**config.mk**
```make
export PLATFORM = sky130hd
export DESIGN_NAME = jalu_serial
export DESIGN_NICKNAME = d
export VERILOG_FILES = /design/src/rtl/jalu_serial.sv
export SDC_FILE = /design/constraint.sdc
export NUM_CORES = 1
export LEC_CHECK = 0
export ABC_CLOCK_PERIOD_IN_PS = 1700
export CELL_PAD_IN_SITES_DETAIL_PLACEMENT = 1
export CELL_PAD_IN_SITES_GLOBAL_PLACEMENT = 1
export CORE_MARGIN = 2
export CORE_UTILIZATION = 23
export CTS_BUF_LIST = sky130_fd_sc_hd__clkbuf_8 sky130_fd_sc_hd__clkbuf_16
export DETAILED_ROUTE_END_ITERATION = 7
export GPL_TIMING_DRIVEN = 1
export PLACE_DENSITY_LB_ADDON = 0.1
export SLEW_MARGIN = 20
export SYNTH_ARGS = -nofsm -noshare
export SYNTH_HDL_FRONTEND = slang
export SYNTH_SLANG_ARGS = --single-unit
```
**constraint.sdc**
```tcl
create_clock -name clk -period 1.7 [get_ports clk]
set_input_delay 0.51 -clock clk [delete_from_list [all_inputs] [get_ports clk]]
set_output_delay 0.51 -clock clk [all_outputs]
set_load 0.03 [all_outputs]
```
**src/rtl/jalu_serial.sv**
```systemverilog
// jalu_serial -- bit-serial WIDTH-bit ALU built around one add/compare/logic
// bit-slice. One operand bit is processed per clock, LSB first, so an
// operation takes WIDTH cycles from an accepted start to the done pulse.
//
// Optional build macro: JALU_SERIAL_ABORT_EN adds the 'abort' input, which
// cancels a running operation without a done pulse.
//
// Ports:
//   clk       : clock, all state changes on the rising edge
//   reset     : asynchronous active-high reset
//   start     : operation request, sampled only while idle
//   op        : 000 ADD, 001 SHR, 010 SHL, 011 NOT, 100 AND, 101 OR,
//               110 XOR, 111 CMP
//   a, b      : operands, latched on an accepted start
//   carry_in  : carry / shift-in bit, latched on an accepted start
//   abort     : (JALU_SERIAL_ABORT_EN only) cancel the running operation
//   busy      : high while an operation is in progress
//   done      : one-cycle pulse when result and flags are updated
//   result    : registered result, held until the next done
//   carry_out : registered carry / shift-out flag
//   a_larger  : registered unsigned A>B flag (CMP only)
//   equal     : registered A==B flag (CMP only)
//   zero      : registered result==0 flag

module jalu_serial #(
  parameter int unsigned WIDTH = 8
) (
  input  logic             clk,
  input  logic             reset,
  input  logic             start,
  input  logic [2:0]       op,
  input  logic [WIDTH-1:0] a,
  input  logic [WIDTH-1:0] b,
  input  logic             carry_in,
`ifdef JALU_SERIAL_ABORT_EN
  input  logic             abort,
`endif
  output logic             busy,
  output logic             done,
  output logic [WIDTH-1:0] result,
  output logic             carry_out,
  output logic             a_larger,
  output logic             equal,
  output logic             zero
);

  localparam int unsigned CW = $clog2(WIDTH);

  localparam logic [0:0] S_IDLE = 1'b0;
  localparam logic [0:0] S_RUN  = 1'b1;

  localparam logic [2:0] OP_ADD = 3'b000;
  localparam logic [2:0] OP_SHR = 3'b001;
  localparam logic [2:0] OP_SHL = 3'b010;
  localparam logic [2:0] OP_NOT = 3'b011;
  localparam logic [2:0] OP_AND = 3'b100;
  localparam logic [2:0] OP_OR  = 3'b101;
  localparam logic [2:0] OP_XOR = 3'b110;
  localparam logic [2:0] OP_CMP = 3'b111;

  logic abort_w;
`ifdef JALU_SERIAL_ABORT_EN
  assign abort_w = abort;
`else
  assign abort_w = 1'b0;
`endif

  // Control and operand state
  logic [0:0]       state_q, state_d;
  logic [CW-1:0]    cnt_q,   cnt_d;
  logic [WIDTH-1:0] a_q,     a_d;
  logic [WIDTH-1:0] b_q,     b_d;
  logic [2:0]       op_q,    op_d;
  logic [WIDTH-1:0] acc_q,   acc_d;   // partial result, filled from the MSB end

  // Slice chain state
  logic             c_q,     c_d;     // carry / shift-in
  logic             eq_q,    eq_d;
  logic             al_q,    al_d;
  logic             sh_q,    sh_d;    // a[0] kept for the SHR shift-out flag

  // Output registers
  logic             done_q,   done_d;
  logic [WIDTH-1:0] result_q, result_d;
  logic             cout_q,   cout_d;
  logic             alf_q,    alf_d;
  logic             eqf_q,    eqf_d;
  logic             zero_q,   zero_d;

  // Bit-slice signals
  logic             ai, bi, a_nx;
  logic             last;
  logic             r_bit;
  logic             c_nx, eq_nx, al_nx;
  logic [WIDTH-1:0] res_full;
  logic             cout_fin;

  assign ai   = a_q[0];
  assign bi   = b_q[0];
  assign a_nx = a_q[1];
  assign last = (cnt_q == CW'(WIDTH - 1));

  always_comb begin
    r_bit = 1'b0;
    c_nx  = c_q;
    eq_nx = eq_q;
    al_nx = al_q;
    case (op_q)
      OP_ADD: begin
        r_bit = ai ^ bi ^ c_q;
        c_nx  = (ai & bi) | (c_q & (ai ^ bi));
      end
      // SHR needs the next-higher operand bit; the latched carry_in fills
      // the MSB, so c_q is left untouched for the whole run.
      OP_SHR: r_bit = last ? c_q : a_nx;
      // SHL delays operand bits by one slot through the carry; the bit left
      // in the carry after the MSB is the shift-out.
      OP_SHL: begin
        r_bit = c_q;
        c_nx  = ai;
      end
      OP_NOT: r_bit = ~ai;
      OP_AND: r_bit = ai & bi;
      OP_OR:  r_bit = ai | bi;
      OP_XOR: r_bit = ai ^ bi;
      OP_CMP: begin
        r_bit = ai ^ bi;
        // Higher differing bits override lower ones, LSB-first scan.
        if (ai != bi) al_nx = ai;
        eq_nx = eq_q & ~(ai ^ bi);
      end
      default: r_bit = 1'b0;
    endcase
  end

  assign res_full = {r_bit, acc_q[WIDTH-1:1]};

  always_comb begin
    case (op_q)
      OP_ADD, OP_SHL: cout_fin = c_nx;
      OP_SHR:         cout_fin = sh_q;
      default:        cout_fin = 1'b0;
    endcase
  end

  always_comb begin
    state_d  = state_q;
    cnt_d    = cnt_q;
    a_d      = a_q;
    b_d      = b_q;
    op_d     = op_q;
    acc_d    = acc_q;
    c_d      = c_q;
    eq_d     = eq_q;
    al_d     = al_q;
    sh_d     = sh_q;
    done_d   = 1'b0;
    result_d = result_q;
    cout_d   = cout_q;
    alf_d    = alf_q;
    eqf_d    = eqf_q;
    zero_d   = zero_q;

    case (state_q)
      S_IDLE: begin
        if (start) begin
          a_d     = a;
          b_d     = b;
          op_d    = op;
          c_d     = carry_in;
          eq_d    = 1'b1;
          al_d    = 1'b0;
          sh_d    = 1'b0;
          cnt_d   = '0;
          acc_d   = '0;
          state_d = S_RUN;
        end
      end
      S_RUN: begin
        if (abort_w) begin
          state_d = S_IDLE;
        end else begin
          a_d   = {1'b0, a_q[WIDTH-1:1]};
          b_d   = {1'b0, b_q[WIDTH-1:1]};
          acc_d = res_full;
          c_d   = c_nx;
          eq_d  = eq_nx;
          al_d  = al_nx;
          cnt_d = cnt_q + CW'(1);
          if (cnt_q == '0) sh_d = ai;
          if (last) begin
            result_d = res_full;
            cout_d   = cout_fin;
            alf_d    = (op_q == OP_CMP) ? al_nx : 1'b0;
            eqf_d    = (op_q == OP_CMP) ? eq_nx : 1'b0;
            zero_d   = (res_full == '0);
            done_d   = 1'b1;
            state_d  = S_IDLE;
          end
        end
      end
      default: state_d = S_IDLE;
    endcase
  end

  always_ff @(posedge clk or posedge reset) begin
    if (reset) begin
      state_q  <= S_IDLE;
      cnt_q    <= '0;
      a_q      <= '0;
      b_q      <= '0;
      op_q     <= '0;
      acc_q    <= '0;
      c_q      <= 1'b0;
      eq_q     <= 1'b0;
      al_q     <= 1'b0;
      sh_q     <= 1'b0;
      done_q   <= 1'b0;
      result_q <= '0;
      cout_q   <= 1'b0;
      alf_q    <= 1'b0;
      eqf_q    <= 1'b0;
      zero_q   <= 1'b0;
    end else begin
      state_q  <= state_d;
      cnt_q    <= cnt_d;
      a_q      <= a_d;
      b_q      <= b_d;
      op_q     <= op_d;
      acc_q    <= acc_d;
      c_q      <= c_d;
      eq_q     <= eq_d;
      al_q     <= al_d;
      sh_q     <= sh_d;
      done_q   <= done_d;
      result_q <= result_d;
      cout_q   <= cout_d;
      alf_q    <= alf_d;
      eqf_q    <= eqf_d;
      zero_q   <= zero_d;
    end
  end

  assign busy      = (state_q == S_RUN);
  assign done      = done_q;
  assign result    = result_q;
  assign carry_out = cout_q;
  assign a_larger  = alf_q;
  assign equal     = eqf_q;
  assign zero      = zero_q;

endmodule

```
-- Word-level counts from Yosys, hierarchy flattened
Cells that the tools add are included.
- eq/ne operators: 11
- add/sub/neg operators: 1
- reductions and logical operators: 8
- mux-type cells: 30
- bitwise logic cells: 10
- operators by type and width (operator ; number):
    8-bit one-hot mux with 2 select lines ; 3
    8-bit 2-to-1 mux ; 3
    3-bit == test (second input constant) ; 5
    1-bit 2-to-1 mux ; 14
    1-bit one-hot mux with 2 select lines ; 7
    8-bit logical NOT ; 1
    1-bit one-hot mux with 7 select lines ; 1
    3-bit by 2-bit == test with 1-bit output (second input constant) ; 2
    3-bit logical NOT ; 2
    3-bit one-hot mux with 2 select lines ; 1
    2-bit AND reduction ; 3
    2-bit OR reduction ; 2
    3-bit by 1-bit adder with 3-bit output (second input constant) ; 1
    1-bit AND ; 3
    3-bit by 1-bit == test with 1-bit output (second input constant) ; 1
    3-bit 2-to-1 mux ; 1
    1-bit NOT ; 3
    2-bit by 1-bit != test with 1-bit output (second input constant) ; 1
    2-bit != test (second input constant) ; 1
    1-bit bitwise OR ; 2
    1-bit XOR ; 2
    1-bit != test ; 1
- output and inout bits: 14
- register bits: 48

-- Depth between registers and ports, before layout
Gate-level depths: netlist of the first run.
- depth in word-level cells: 5
- mapped depth: 7
- gate-level depth less buffers: 7

-- Least setup slack after synthesis of the first run
No wires, ideal clock.
- kind: register to register
- start: reg a_q[0]
- end: reg zero_q, in the netlist zero
- required time: 1.634 ns
- path slack: 0.095 ns
- period minus slack after synthesis: 1.605 ns
- stages on the path, launching flop included: 7
- data arrival time: 1.539 ns
- buffers on the path: 0
- setup time: 0.066 ns
- cells stage by stage: dfrtp_1 inv_1 ha_1 nor2b_1 o32ai_2 a2111o_1 nand2_1
- cells in the longest elaborated chain, start to end: 4
- elaborated cells between the ends (all ways): 7
- classes of those cells: 1 x mux; 5 x bitwise; 1 x reduce/logical
- ends and longest elaborated chain (what ; line ; text):
    start, declared ; 71 ; logic [WIDTH-1:0] a_q, a_d;
    start signal, assigned ; 210 ; a_q <= '0;
    start signal, assigned ; 227 ; a_q <= a_d;
    1-bit XOR ; 110, 125, 127 ;
    1-bit XOR ; 110 ; r_bit = ai ^ bi ^ c_q;
    1-bit one-hot mux with 7 select lines (*) ; 108 ; case (op_q)
    8-bit logical NOT (*) ; 196 ; zero_d = (res_full == '0);
    end signal, assigned ; 240 ; zero_q <= zero_d;
    end, declared ; 88 ; logic zero_q, zero_d;
Mark *: on every way between the ends. The rest lies on a longest branch, timed or not.
A chain may end at the register's enable or synchronous reset.

-- Worst setup path after layout of the first run
- start: reg cnt_q[0]
- end: reg zero_q, in the netlist zero
- cells in the longest elaborated chain, start to end: 4
- elaborated cells between the ends (all ways): 5
- classes of those cells: 1 x eq/ne; 2 x mux; 2 x reduce/logical
- ends and longest elaborated chain (what ; line ; text):
    start, declared ; 70 ; logic [CW-1:0] cnt_q, cnt_d;
    start signal, assigned ; 226 ; cnt_q <= cnt_d;
    3-bit == test (*) ; 101 ; assign last = (cnt_q == CW'(WIDTH - 1));
    1-bit 2-to-1 mux ; 115 ; OP_SHR: r_bit = last ? c_q : a_nx;
    1-bit one-hot mux with 7 select lines ; 108 ;
    8-bit logical NOT ; 196 ;
Marks and branches as above.

==> results.ini, run 1 <==
[status]
outcome=completed

[cts]
cts_root_buf=clkbuf_8
postCtsHoldBufs=0
numCtsBuffers=5
cts_sinks=47
cts_max_level=2
clk_pin_slew_ns=0.10
cts_tree=yes
clock_path_buffers=2
clock_latency_ns=0.31

[timing]
setup_violations=0
slew_viol_final=0
clock_skew_ns=0.0129
period_needed_ns=1.67
fin_worst_hold_slack_ns=0.479
rsz0062_at_grt=true
hold_viol_final=0
period_share_pct=97.9
fmax_mhz=601
max_slew_margin_pct=68.7
tightest_slew_ns=0.469

[yosys]
synth_area_leaders=dfrtp_1 (53%), mux2i_1 (8.5%), nand2_1 (6.7%), mux2_2 (4.5%), o21ai_0 (4.0%)
synth_fp_nets=238
async_flop_share_pct=100
yosysMostFrequentCell=dfrtp_1
synth_top_family_by_area=compound AO/OA/AOI/OAI gates
netlist_instances=209
synth_common_cells=dfrtp_1 (47), nand2_1 (40), mux2i_1 (19)
synth_fa_ha_area_share_pct=3.69
synth_compound_area_share_pct=13.3
netlist-cell-type-count=39
synth_xor_area_share_pct=0
yosys_warnings=0
ys.flop_type=dfrtp_1
synth_edf_count=0
yosysSeqAreaShare_pct=52.6
synth-seq-cells=47
muxShareOfSynthArea_pct=13.0
synth.largest_area_cell=dfrtp_1
yosysTopAreaCellShare_pct=52.6
syn_avg_cell_area_um2=10.7
yosys.area_share.simple_pct=12.3
synth_area_um2=2240

[finish]
nets=289
layout-drive-gt1-share_pct=19.5
utilization_pct=31.7
area_growth_pct=32.4
n_antenna_cell=0
finalNonFillerCells=390

[setup_path]
arrival_ns=1.92
crit_fanout=2
cp-end-kind=flip-flop
critPathLaunchType=flip-flop
crit_type=flip-flop to flip-flop
cp.required_ns=1.96

[power]
power_density_nw_per_um2=1640
fin_total_pwr_uw=4850
ir_drop_mv=0.393
p_leak_uw=0.00134

[hold_path]
hold_path_class=flip-flop to flip-flop

[placed_design]
dp.cells=381
hpwl_mm=3.78
port_buffers=36
place_congestion=0.702

[flow_run]
cap_violations=0

[global_route]
grt_remaining_overflow=0
first_global_vias=1761
grt_max_degree=48
grt_pass1_wl_mm=8.70
grt_usage_pct=10.7
antenna_found_initial=0

[route]
wl_met3_um=187
wl_met2_mm=2.47
highest_layer=met4
wl_met1_mm=2.51
vias_per_cell=4.27
drt-total-wl_mm=5.23
first_pass_iters=4
first_iter_violations=47
ant_nets=0
vias=1667
drc=0
wire_per_inst_um=13.4

[die]
die_h_um=103
die_area_um2=10500
initial_utilization_pct=24.0
rows=35
core_area_um2=9330
die_w_um=103
io_pins=37

## repair_timing
item,CTS,global route
pin swaps,2,4
setup buffers,0,1
resized for setup,15,5
setup endpoints to repair,14,10
## stage by stage
stage               setup WS (ns)  cell area (um^2)  setup TNS [ns]
global placement           -0.103              2840           -1.54
global route              -0.0312              2960         -0.0312
floorplan                  0.0739              2240               0
finish                     0.0349              2960               0
CTS                       0.00260              2920               0
detailed placement         -0.119              2840           -2.04
## power breakdown
| part | total [uW] | internal [uW] | switching, uW |
|---|---|---|---|
| registers | 2030 | 1580 | 451 |
| logic | 2100 | 985 | 1120 |
| clock network | 717 | 295 | 422 |
## per-layer routing
metal / track usage [%] / vias to the layer above
li1: - / 824
met1: 14.5 / 809
met2: 16.9 / 28
met3: 2.51 / 6
met4: 3.38 / 0
met5: 0 / -
## state kept, by name, indices dropped and copies added (netlist names)
register,flops
a_q,8
b_q,8
result,8
acc_q,7
cnt_q,3
op_q,3
a_larger,1
al_q,1
busy,1
c_q,1
carry_out,1
done,1
eq_q,1
equal,1
sh_q,1
zero,1
## layout by cell type, fill, tap and decap left out, drive strengths merged, types with 2 or more instances in the layout
cell type	n
a21oi	4
clkinvlp	2
inv	11
buf	22
clkbuf	5
nor2b	3
o31ai	4
o221ai	2
mux2i	19
nor4	3
dfrtp	47
nand2b	2
o21ai	25
o32ai	2
nor2	6
nand2	40
ha	5
clkdlybuf4s50	22
a22o	2
dlygate4sd2	13
mux2	9
## cell type report
type	count	area [um^2]
Fill cell	1051	6370
Multi-Input combinational cell	139	980
Sequential cell	47	1180
Tap cell	129	161
Clock buffer	5	68.8
Timing Repair Buffer	57	512
Clock inverter	3	23.8
Inverter	10	37.5
## cell families (layout without fill, tap and decap cells)
logic type | Yosys count | after routing
muxes | 28 | 28
DFF | 47 | 47
and+or+nand+nor | 60 | 60
buffers and inverters | 23 | 75
adders and majority gates | 6 | 6
AOI/OAI and AO/OA | 45 | 45
## worst max-delay path, cell delays in order (launching register included)
cell and delay (ns):
dfrtp_1 0.43, ha_4 0.19, ha_4 0.16, mux2i_2 0.19
o221ai_2 0.14, a2111o_1 0.45, nand2_1 0.06
## final timing paths
kind                            cells past startpoint         to  slack [ns]  startpoint
worst min register to register                      2     a_q[4]        0.48      a_q[5]
worst max-delay path                                6       zero        0.03    cnt_q[0]
worst max register to register                      6       zero        0.03    cnt_q[0]
max in group asynchronous                           3     a_q[0]        0.91       reset
worst min-delay path                                2     a_q[4]        0.48      a_q[5]
min in group asynchronous                           3  result[4]        0.54       reset
Note: power is estimated with default switching activity, not from simulation.
==> run 2: changes to the inputs <==
Settings changed: ABC_CLOCK_PERIOD_IN_PS 1700 to 1500, CAP_MARGIN from default to 20, CORE_ASPECT_RATIO from default to 0.7.
Clock period 1.7 ns to 1.5 ns, I/O delays scaled along.
==> run 2 against run 1 <==
The run now ends with setup timing left. Total power increased by 36%. Critical path depth decreased by 1. Clock-buffer cell count up 1. Routed wire length increased by 8.9%. Sequential cell count stayed put. Non-clock buffer count rose by 15. Via count rose by 3.7%. Sequential share of layout area shrank 3.8 points. Core utilization grew 2.6 points. Register-to-register slack worse by 0.16 ns. Worst hold slack got worse by 0.039 ns. Critical path type unchanged. Largest cell class unchanged. Largest power group unchanged.
==> results.ini, run 2 (synthesized netlist as in run 1, its figures left out) <==
[status]
outcome=finished, violations left
failed_checks=setup timing

[global_route]
grt_usage_pct=11.9  ; +1.2 points
grt_pass1_wl_mm=9.45  ; +8.7%
first_global_vias=1788  ; +1.5%
grt_max_degree=30  ; -38%
antenna_found_initial=0  ; unchanged
grt_remaining_overflow=0  ; unchanged

[cts]
postCtsHoldBufs=0  ; unchanged
clock_path_buffers=2  ; unchanged
cts_tree=yes
cts_root_buf=clkbuf_16
cts_max_level=2  ; unchanged
clk_pin_slew_ns=0.06  ; -0.04 ns
numCtsBuffers=5  ; unchanged
cts_sinks=47  ; unchanged
clock_latency_ns=0.29  ; -0.02 ns

[placed_design]
place_congestion=0.715  ; +1.8%
port_buffers=36  ; unchanged
hpwl_mm=4.02  ; +6.5%

[timing]
rsz0062_at_grt=true
setup_tns_ns=-0.390  ; -0.390 ns
clock_skew_ns=0.00495  ; -0.00791 ns
setup_violations=7  ; +7
period_share_pct=109  ; +11 points
final.setup.worst_slack_ns=-0.129  ; -0.164 ns
period_needed_ns=1.63  ; -0.0357 ns
slew_viol_final=0  ; unchanged
max_slew_margin_pct=77.1  ; +8.4 points
fmax_mhz=614  ; +2.2%
tightest_slew_ns=0.343  ; -0.126 ns
hold_viol_final=0  ; unchanged

[setup_path]
crit_fanout=4  ; +2
cp_cell_sequence=buf_6, fa_2, nor4_4, buf_4, o31ai_2
cpPeakStageDelay_ns=0.56  ; +0.11 ns
critPathLaunchType=flip-flop
cp-end-kind=flip-flop
arrival_ns=1.83  ; -0.09 ns
crit_type=flip-flop to flip-flop
cp.required_ns=1.70  ; -0.26 ns
crit_slowest_cell=fa_2

[power]
p_leak_uw=0.00145  ; +8.6%
fin_total_pwr_uw=6590  ; +36%
ir_drop_mv=0.596  ; +52%
power_density_nw_per_um2=2010  ; +23%

[finish]
layout-drive-gt1-share_pct=33.9  ; +14 points
nets=305  ; +5.5%
area_growth_pct=46.8
n_antenna_cell=0  ; unchanged
final_cell_mix=dfrtp_1 (43), buf_4 (42), nand2_1 (39)
final_common_cell=dfrtp_1

[route]
vias_per_cell=4.27  ; -0.12%
drc=0  ; unchanged
first_iter_violations=58  ; +23%
wire_per_inst_um=14.1  ; +4.8%
ant_nets=0  ; unchanged
first_pass_iters=4  ; unchanged
drt-total-wl_mm=5.69  ; +8.9%
vias=1729  ; +3.7%

[die]
die_h_um=86.5  ; -16%
die_area_um2=10500  ; +0.12%
core_area_um2=9570  ; +2.6%
rows=30  ; -14%
initial_utilization_pct=23.4  ; -0.61 points
die_w_um=122  ; +19%
io_pins=37  ; unchanged

[flow_run]
cap_violations=0  ; unchanged

[hold_path]
hold_path_class=input pin to asynchronous set/reset pin

run 2: layout make-up:
class / instances / area [um^2]
fillers: 1085 / 6290
multi-input cells: 139 / 1070
inverters: 10 / 43.8
repair inverters: 1 / 7.51
clock buffers: 6 / 139
flip-flops and latches: 47 / 1180
well taps: 128 / 160
clock inverters: 2 / 12.5
repair buffers: 72 / 667
run 2: what timing repair did:
action,4_1_cts,5_1_grt
buffers inserted,3,7
pin swaps,7,8
gates resized for setup,10,19
setup endpoints to repair,17,15
cloned,0,1
run 2: worst paths after layout:
| check | from | end | slack, ns | cells past startpoint |
|---|---|---|---|---|
| worst max-delay path | a_q[0] | result[7] | -0.13 | 5 |
| worst min-delay path | reset | op_q[1] | 0.44 | 2 |
| worst max register to register | a_q[0] | result[7] | -0.13 | 5 |
| worst min register to register | a_q[4] | a_q[3] | 0.48 | 2 |
| max in group asynchronous | reset | b_q[0] | 0.65 | 3 |
| min in group clk | a_q[4] | a_q[3] | 0.48 | 2 |
run 2: per-layer routing:
metal  part of all wire, %  routed length [um]  GRT usage (%)  up-vias
met4                   1.2                  67           3.45        0
met2                    40                2280           16.3       29
met1                    55                3130           18.1      833
met3                   3.7                 209           3.16        7
li1                      -                   -              -      860
met5                     0                   0              0        -
run 2: through the flow:
stage | hold slack (ns) | util (%) | instance area [um^2] | worst slack [ns] | instances
3_3_place_gp | 0.467 | 30.5 | 2920 | -0.237 | 386
3_5_place_dp | 0.473 | 30.5 | 2920 | -0.271 | 386
5_1_grt | 0.448 | 34.3 | 3280 | -0.155 | 405
6_report | 0.440 | 34.3 | 3280 | -0.129 | 405
2_1_floorplan | 0.449 | - | 2250 | -0.0508 | 209
4_1_cts | 0.436 | 32.6 | 3120 | -0.105 | 397
run 2: where the power goes:
group          total (uW)  leakage [uW]  internal (uW)  switching (uW)
Sequential           2270      0.000599           1800             469
Clock                1140     0.0000783            661             477
Combinational        3180      0.000774           1590            1590
Total                6590       0.00145           4060            2530
run 2: critical path: cells and delay by family (launching register included):
family / cells / cell delay (ns)
compound gates: 1 / 0.20
fa+ha+maj: 1 / 0.56
buf+inv: 2 / 0.29
flops: 1 / 0.45
simple gates: 1 / 0.05
